[src/rtl/adc_req_ctrl_if.sv]
// Handshake bundle between adc_req_ctrl, its scan requester, the ADC delay path
// and the XRAM result writer. The controller takes the master side.
interface adc_req_ctrl_if;
    logic       start;
    logic [1:0] nch_last;
    logic [7:0] p0_out;
    logic [7:0] adc_in;
    logic       busy;
    logic       res_we;
    logic [1:0] res_addr;
    logic [7:0] res_data;
    logic       done;

    modport master (
        input  start, nch_last, adc_in,
        output p0_out, busy, res_we, res_addr, res_data, done
    );

    modport slave (
        output start, nch_last, adc_in,
        input  p0_out, busy, res_we, res_addr, res_data, done
    );
endinterface

[src/rtl/adc_req_ctrl.sv]
// Fixed-latency ADC request controller: scans channels 0..nch_last, one result strobe each.
// Optional build macro ADC_REQ_AVG_EN: sample each channel twice and write the rounded mean.
module adc_req_ctrl #(
    parameter int unsigned LATENCY = 8
) (
    input  logic                 clk,
    input  logic                 rst,
    adc_req_ctrl_if.master       bus
);

`ifdef ADC_REQ_AVG_EN
    typedef enum logic [2:0] {
        ST_IDLE   = 3'd0,
        ST_DRIVE  = 3'd1,
        ST_WAIT   = 3'd2,
        ST_DRIVE2 = 3'd3,
        ST_WAIT2  = 3'd4,
        ST_WRITE  = 3'd5
    } state_t;
`else
    typedef enum logic [2:0] {
        ST_IDLE   = 3'd0,
        ST_DRIVE  = 3'd1,
        ST_WAIT   = 3'd2,
        ST_WRITE  = 3'd5
    } state_t;
`endif

    localparam logic [7:0] WAIT_LOAD = 8'(LATENCY - 1);

    function automatic logic [7:0] req_byte(input logic second, input logic [1:0] ch);
        return {1'b1, second, 4'b0000, ch};
    endfunction

`ifdef ADC_REQ_AVG_EN
    function automatic logic [7:0] avg_round(input logic [7:0] a, input logic [7:0] b);
        logic [8:0] sum;
        sum = {1'b0, a} + {1'b0, b} + 9'd1;
        return sum[8:1];
    endfunction
`endif

    state_t     state_q, state_d;
    logic [7:0] cnt_q,   cnt_d;
    logic [1:0] ch_q,    ch_d;
    logic [1:0] last_q,  last_d;
    logic [7:0] cap_q,   cap_d;
    logic [7:0] p0_q,    p0_d;
    logic       busy_q,  busy_d;
    logic       we_q,    we_d;
    logic [1:0] addr_q,  addr_d;
    logic [7:0] data_q,  data_d;
    logic       done_q,  done_d;

    // Next state plus output values for the cycle being entered, so every output is a flop.
    always_comb begin
        state_d = state_q;
        cnt_d   = cnt_q;
        ch_d    = ch_q;
        last_d  = last_q;
        cap_d   = cap_q;
        p0_d    = 8'h00;
        we_d    = 1'b0;
        done_d  = 1'b0;
        addr_d  = addr_q;
        data_d  = data_q;

        case (state_q)
            ST_IDLE: begin
                if (bus.start) begin
                    last_d  = bus.nch_last;
                    ch_d    = 2'd0;
                    p0_d    = req_byte(1'b0, 2'd0);
                    state_d = ST_DRIVE;
                end else begin
                    state_d = ST_IDLE;
                end
            end
            ST_DRIVE: begin
                cnt_d   = WAIT_LOAD;
                state_d = ST_WAIT;
            end
            ST_WAIT: begin
                if (cnt_q == 8'd0) begin
                    cap_d = bus.adc_in;
`ifdef ADC_REQ_AVG_EN
                    p0_d    = req_byte(1'b1, ch_q);
                    state_d = ST_DRIVE2;
`else
                    we_d    = 1'b1;
                    addr_d  = ch_q;
                    data_d  = bus.adc_in;
                    done_d  = (ch_q == last_q);
                    state_d = ST_WRITE;
`endif
                end else begin
                    cnt_d = cnt_q - 8'd1;
                end
            end
`ifdef ADC_REQ_AVG_EN
            ST_DRIVE2: begin
                cnt_d   = WAIT_LOAD;
                state_d = ST_WAIT2;
            end
            ST_WAIT2: begin
                if (cnt_q == 8'd0) begin
                    we_d    = 1'b1;
                    addr_d  = ch_q;
                    data_d  = avg_round(cap_q, bus.adc_in);
                    done_d  = (ch_q == last_q);
                    state_d = ST_WRITE;
                end else begin
                    cnt_d = cnt_q - 8'd1;
                end
            end
`endif
            ST_WRITE: begin
                if (ch_q == last_q) begin
                    state_d = ST_IDLE;
                end else begin
                    ch_d    = ch_q + 2'd1;
                    p0_d    = req_byte(1'b0, ch_q + 2'd1);
                    state_d = ST_DRIVE;
                end
            end
            default: begin
                state_d = ST_IDLE;
            end
        endcase

        busy_d = (state_d != ST_IDLE);
    end

    // State and registered outputs; reset also discards any response still in flight.
    always_ff @(posedge clk or posedge rst) begin
        if (rst) begin
            state_q <= ST_IDLE;
            cnt_q   <= 8'd0;
            ch_q    <= 2'd0;
            last_q  <= 2'd0;
            cap_q   <= 8'h00;
            p0_q    <= 8'h00;
            busy_q  <= 1'b0;
            we_q    <= 1'b0;
            addr_q  <= 2'd0;
            data_q  <= 8'h00;
            done_q  <= 1'b0;
        end else begin
            state_q <= state_d;
            cnt_q   <= cnt_d;
            ch_q    <= ch_d;
            last_q  <= last_d;
            cap_q   <= cap_d;
            p0_q    <= p0_d;
            busy_q  <= busy_d;
            we_q    <= we_d;
            addr_q  <= addr_d;
            data_q  <= data_d;
            done_q  <= done_d;
        end
    end

    assign bus.p0_out   = p0_q;
    assign bus.busy     = busy_q;
    assign bus.res_we   = we_q;
    assign bus.res_addr = addr_q;
    assign bus.res_data = data_q;
    assign bus.done     = done_q;

endmodule
[src/flat_wrapper.sv]
// flat-port wrapper written by rule: the top's interface ports become plain ports
module adc_req_ctrl_flat 
#(
    parameter int unsigned LATENCY = 8
)
  (clk, rst, bus_start, bus_nch_last, bus_adc_in, bus_p0_out, bus_busy, bus_res_we, bus_res_addr, bus_res_data, bus_done);
  adc_req_ctrl_if bus_i ();
  input  logic clk;
  input  logic rst;
  input wire logic [$bits(bus_i.start)-1:0] bus_start;
  input wire logic [$bits(bus_i.nch_last)-1:0] bus_nch_last;
  input wire logic [$bits(bus_i.adc_in)-1:0] bus_adc_in;
  output wire logic [$bits(bus_i.p0_out)-1:0] bus_p0_out;
  output wire logic [$bits(bus_i.busy)-1:0] bus_busy;
  output wire logic [$bits(bus_i.res_we)-1:0] bus_res_we;
  output wire logic [$bits(bus_i.res_addr)-1:0] bus_res_addr;
  output wire logic [$bits(bus_i.res_data)-1:0] bus_res_data;
  output wire logic [$bits(bus_i.done)-1:0] bus_done;
  assign bus_i.start = bus_start;
  assign bus_i.nch_last = bus_nch_last;
  assign bus_i.adc_in = bus_adc_in;
  assign bus_p0_out = bus_i.p0_out;
  assign bus_busy = bus_i.busy;
  assign bus_res_we = bus_i.res_we;
  assign bus_res_addr = bus_i.res_addr;
  assign bus_res_data = bus_i.res_data;
  assign bus_done = bus_i.done;
  adc_req_ctrl #(.LATENCY(LATENCY)) u_core (.clk(clk), .rst(rst), .bus(bus_i));
endmodule
[config.mk]
export PLATFORM = sky130hd
export DESIGN_NAME = adc_req_ctrl_flat
export DESIGN_NICKNAME = d
export VERILOG_FILES = /design/src/rtl/adc_req_ctrl_if.sv /design/src/rtl/adc_req_ctrl.sv /design/src/flat_wrapper.sv
export SDC_FILE = /design/constraint.sdc
export NUM_CORES = 1
export LEC_CHECK = 0
export BUFFER_PORTS_ARGS = -buffer_cell sky130_fd_sc_hd__buf_4
export CAP_MARGIN = 20
export CORE_MARGIN = 10
export CORE_UTILIZATION = 30
export DETAILED_ROUTE_END_ITERATION = 10
export GPL_ROUTABILITY_DRIVEN = 0
export PLACE_DENSITY_LB_ADDON = 0.3
export SYNTH_ARGS = -nofsm -noshare
export SYNTH_HDL_FRONTEND = slang
export SYNTH_SLANG_ARGS = --single-unit
[constraint.sdc]
create_clock -name clk -period 4.4 [get_ports clk]
set_input_delay 0.22 -clock clk [delete_from_list [all_inputs] [get_ports clk]]
set_output_delay 0.22 -clock clk [all_outputs]
set_load 0.02 [all_outputs]
* Word-level counts from Yosys, hierarchy flattened
Index checks and enable logic that the tools add are counted.
Widths: inputs -> output; s select.
** Operators by class
- Reduce and logical (&&, ||, !) cells :: 9
- Add/subtract/negate cells :: 2
- Mux-type cells :: 16
- Equal/unequal tests :: 7
** Operator list (number)
- $pmux 8 s2 :: 2
- $mux 8 :: 3
- $pmux 3 s4 :: 1
- $logic_not 8->1 :: 1
- $sub 8x1->8 const B :: 1
- $mux 1 :: 6
- $ne 2x2->1 const B :: 3
- $reduce_and 2->1 :: 3
- $mux 2 :: 2
- $pmux 2 s2 :: 1
- $reduce_bool 2->1 :: 2
- $eq 3x1->1 const B :: 1
- $eq 3x2->1 const B :: 1
- $eq 3x3->1 const B :: 1
- $logic_not 3->1 :: 1
- $mux 3 :: 1
- $reduce_and 3->1 :: 1
- $reduce_bool 3->1 :: 1
- $add 2x1->2 const B :: 1
- $eq 2x2->1 :: 1
** Storage, ports and cells
- Input bits :: 13
- Word-level logic and storage cells :: 44
- Output and inout port bits :: 21
- Register bits :: 36

* Depth between registers and ports, before layout
- Depth in word-level cells :: 4
- Gate-level depth with buffers :: 6
- Gate-level depth less buffers :: 6

* Worst setup path before layout
No wires, ideal clock.
- Path type :: register -> register
- Start point :: register u_core.cnt_q[2]
- End point :: register u_core.addr_q[0] (netlist: u_core.bus.res_addr[0])
- Period minus slack after synthesis :: 1788 ps
- Setup slack :: 2612 ps
- Arrival time :: 1663 ps
- Setup time :: 125 ps
- Stages on the path, launching flop included :: 6
- Cells stage by stage :: dfrtp_1 or4_4 nor3_4 nand2b_4 buf_6 mux2_4
** On the way
- Word-level cells in the longest chain between the ends :: 2
** Ends and longest elaborated chain
- start, declared :: RTL line adc_req_ctrl.sv:44 : logic [7:0] cnt_q, cnt_d;
- start signal, assigned :: RTL line adc_req_ctrl.sv:150 : cnt_q <= cnt_d;
- $logic_not 8->1 :: RTL line adc_req_ctrl.sv:84 : if (cnt_q == 8'd0) begin
- $reduce_and 2->1 (no line)
- end signal, assigned :: RTL line adc_req_ctrl.sv:157 : addr_q <= addr_d;
- end, declared :: RTL line adc_req_ctrl.sv:51 : logic [1:0] addr_q, addr_d;
No other way between the ends.
A chain may end at the register's enable or synchronous reset.

* Final worst setup path
- Start point :: register u_core.cnt_q[2]
- End point :: register u_core.data_q[2] (netlist: u_core.bus.res_data[2])
** On the way
- Word-level cells in the longest chain between the ends :: 2
** Ends and longest elaborated chain
- $logic_not 8->1 :: RTL line adc_req_ctrl.sv:84
- $reduce_and 2->1 (no line)
- end signal, assigned :: RTL line adc_req_ctrl.sv:158 : data_q <= data_d;
- end, declared :: RTL line adc_req_ctrl.sv:52 : logic [7:0] data_q, data_d;
No other way between the ends.

==> flow_metrics.py <==
metrics = {
    "yosys": {
        "async_flop_share_pct": 100.0,
        "synthFlopType": "dfrtp_1",
        "avgSynthCellArea_um2": 12.23,
        "synth_edf_count": 0,
        "yosysWarningCount": 0,
        "synth-seq-area-share_pct": 55.16,
        "synth_cells": 115,
        "ys_seq_elements": 31,
        "ys_types": 36,
        "syn_area_um2": 1406,
    },
    "floorplanning": {
        "die_w_um": 88.47,
        "fp.dieArea_um2": 7826,
        "ios": 34,
        "core_um2": 4444,
        "fp-row-count": 24,
        "die_h_um": 88.47,
        "initial_core_util_pct": 31.64,
    },
    "clocking": {
        "clock-sinks": 31,
        "clock_path_buffers": 2,
        "htreeDepth": 2,
        "clock_latency_ns": 0.28,
        "tritoncts": "yes",
        "postCtsSetupRepairBufs": 0,
        "clockRootBuffer": "clkbuf_8",
        "cts_resized": 0,
        "cts_buffers": 5,
        "clk_pin_slew_ns": 0.07,
    },
    "pwr": {
        "cellLeakagePower_nw": 0.8954,
        "power_density_nw_per_um2": 647.6,
        "power_mw": 1.162,
        "peakVddDrop_v": 0.0002247,
    },
    "worst_setup_path": {
        "cp_cell_sequence": "or4_4 -> nor3_4 -> nand2b_4 -> mux2_4",
        "crit_path_start_kind": "flip-flop",
        "worstSetupPathType": "flip-flop to flip-flop",
        "endpoint_kind": "flip-flop",
        "cp_slowest_stage_delay_ns": 0.57,
        "worst_path_max_delay_cell": "or4_4",
        "cp.required_ns": 4.57,
        "cp_num_buf_inv": 0,
        "crit_arrival_ns": 2.01,
        "path_delay_family": "simple AND/OR/NAND/NOR gates",
        "crit_fanout": 14,
    },
    "global_route": {
        "grt_pass1_wl_um": 4560,
        "grt_pass1_vias": 970,
        "grt_max_degree": 21,
        "grt_usage_pct": 7.519,
        "overflow": 0,
        "grt_antenna_before_repair": 0,
    },
    "final_layout": {
        "fin_nets": 162,
        "insertedDiodeCount": 0,
        "final_cells": 201,
        "drive_above_1_share_pct": 36.91,
        "stdcell_area_um2": 1794,
        "area_growth_pct": 27.58,
    },
    "route": {
        "drtPass1Iterations": 4,
        "totalWireLength_um": 2712,
        "vias": 916,
        "routedWlPerCell_um": 13.49,
        "drc": 0,
        "routed_via_density": 4.557,
        "drt.antenna.violating_nets": 0,
        "drt_iter0_drc": 33,
    },
    "sta": {
        "setup_viol": 0,
        "tns_ns": 0,
        "slew_headroom_pct": 54.45,
        "fin_crit_sh_pct": 41.78,
        "worstMarginPinSlew_ns": 0.6738,
        "drv_slew": 0,
        "hold_viol_final": 0,
        "period_needed_ns": 1.838,
        "rsz0062_at_grt": "false",
        "max_freq_ghz": 0.5440,
        "fin_skew_ns": 0.005571,
    },
    "placement": {
        "hpwlAfterDp_um": 2133,
        "io_buffers": 28,
        "dp_cells": 192,
        "placed_area_um2": 1667,
    },
    "hold_path": {
        "hp-class": "input pin to flip-flop",
    },
    "outcome": {
        "status": "complete, no violations",
    },
    "run": {
        "drv_cap": 0,
    },
}
[area by class of cell]
class / count / area, um2
Clock buffer: 6 / 82.58
Clock inverter: 2 / 35.03
Fill cell: 433 / 2650
Inverter: 6 / 22.52
Multi-Input combinational cell: 74 / 565.5
Sequential cell: 31 / 775.7
Tap cell: 52 / 65.06
Timing Repair Buffer: 30 / 247.7
[worst register-to-register path: stages, from the launching register on]
cell	delay, ns
dfrtp_1	0.44
or4_4	0.57
nor3_4	0.20
nand2b_4	0.18
mux2_4	0.34
[layout by cell type, fill, tap and decap left out, types with 2 or more instances in the layout]
cell       n
conb_1     5
buf_4     28
o21ai_0    2
mux2_4     6
inv_1      6
nor4b_1    2
a21oi_1    2
xnor2_1    4
a21o_1     3
nand2_1    5
mux2_2     6
dfrtp_1   31
nor4_1     2
nor3_1     3
mux2i_1    4
nor2_1    13
clkbuf_8   6
[stage by stage]
stage | hold slack [ns] | worst slack (ns) | util (%)
2_1_floorplan | 0.3235 | 2.612 | -
3_3_place_gp | 0.4526 | 2.603 | 36.88
3_5_place_dp | 0.2975 | 2.555 | 37.50
4_1_cts | 0.1576 | 2.553 | 40.37
5_1_grt | 0.1586 | 2.392 | 40.37
6_report | 0.1637 | 2.562 | 40.37
[flip-flops by register name (all words and copies together), names as in the netlist]
signal / cells
u_core.ch_q: 2
u_core.cnt_q: 8
u_core.state_q: 3
u_core.bus.res_we: 1
u_core.bus.done: 1
u_core.bus.res_addr: 2
u_core.bus.p0_out: 3
u_core.bus.res_data: 8
u_core.bus.busy: 1
u_core.last_q: 2
[cells by family after synthesis]
| family | share of synthesized area, % |
|---|---|
| buffers and inverters | 5.693 |
| adders and majority gates | 0.8895 |
| xor gates and xnor gates | 2.491 |
| muxes | 14.06 |
| other | 0.2666 |
| AOI/OAI and AO/OA | 6.228 |
| DFF | 55.16 |
| and+or+nand+nor | 15.22 |
[report_power, final]
group	internal, mW	switching (mW)	leakage (nW)	total (mW)
logic	0.210	0.203	0.442	0.413
clock network	0.183	0.105	0.0612	0.288
registers	0.379	0.0822	0.392	0.461
total	0.772	0.390	0.895	1.16
[cell usage after synthesis, drive strengths merged, types with 2 or more instances]
master  number  area, um2
nor2        13      48.80
a21oi        2      10.01
nand2        5      18.77
nand2b       2      20.02
nor4b        2      17.52
buf          7      53.80
xnor2        4      35.03
nor4         2      12.51
mux2i        4      40.04
dfrtp       31      775.7
inv          6      22.52
a21o         3      22.52
nor3         4      31.28
o21ai        2      10.01
mux2        12      157.7
[routing by layer]
metal / share of wire [%] / vias to the layer above / global-route usage, %
li1: - / 456 / -
met1: 42 / 426 / 8.374
met2: 47 / 28 / 11.65
met3: 9.3 / 6 / 3.952
met4: 1.8 / 0 / 3.524
met5: 0 / - / 0
[repair_timing]
item,4_1_cts,5_1_grt
setup endpoints to repair,0,0
hold buffers,1,0
hold endpoints to repair,11,0
[final timing paths]
| check | cells past startpoint | from | slack [ns] | end |
|---|---|---|---|---|
| max | 4 | u_core.cnt_q[2] | 2.56 | u_core.bus.res_data[2] |
| min | 2 | bus_adc_in[6] | 0.16 | u_core.bus.res_data[6] |
| max reg2reg | 4 | u_core.cnt_q[2] | 2.56 | u_core.bus.res_data[2] |
| min reg2reg | 1 | u_core.bus.res_data[1] | 0.51 | u_core.bus.res_data[1] |
| max in group asynchronous | 4 | rst | 3.39 | u_core.cnt_q[0] |
| min in group asynchronous | 3 | rst | 0.53 | u_core.last_q[1] |
No activity file was read; power rests on OpenSTA's default activity.
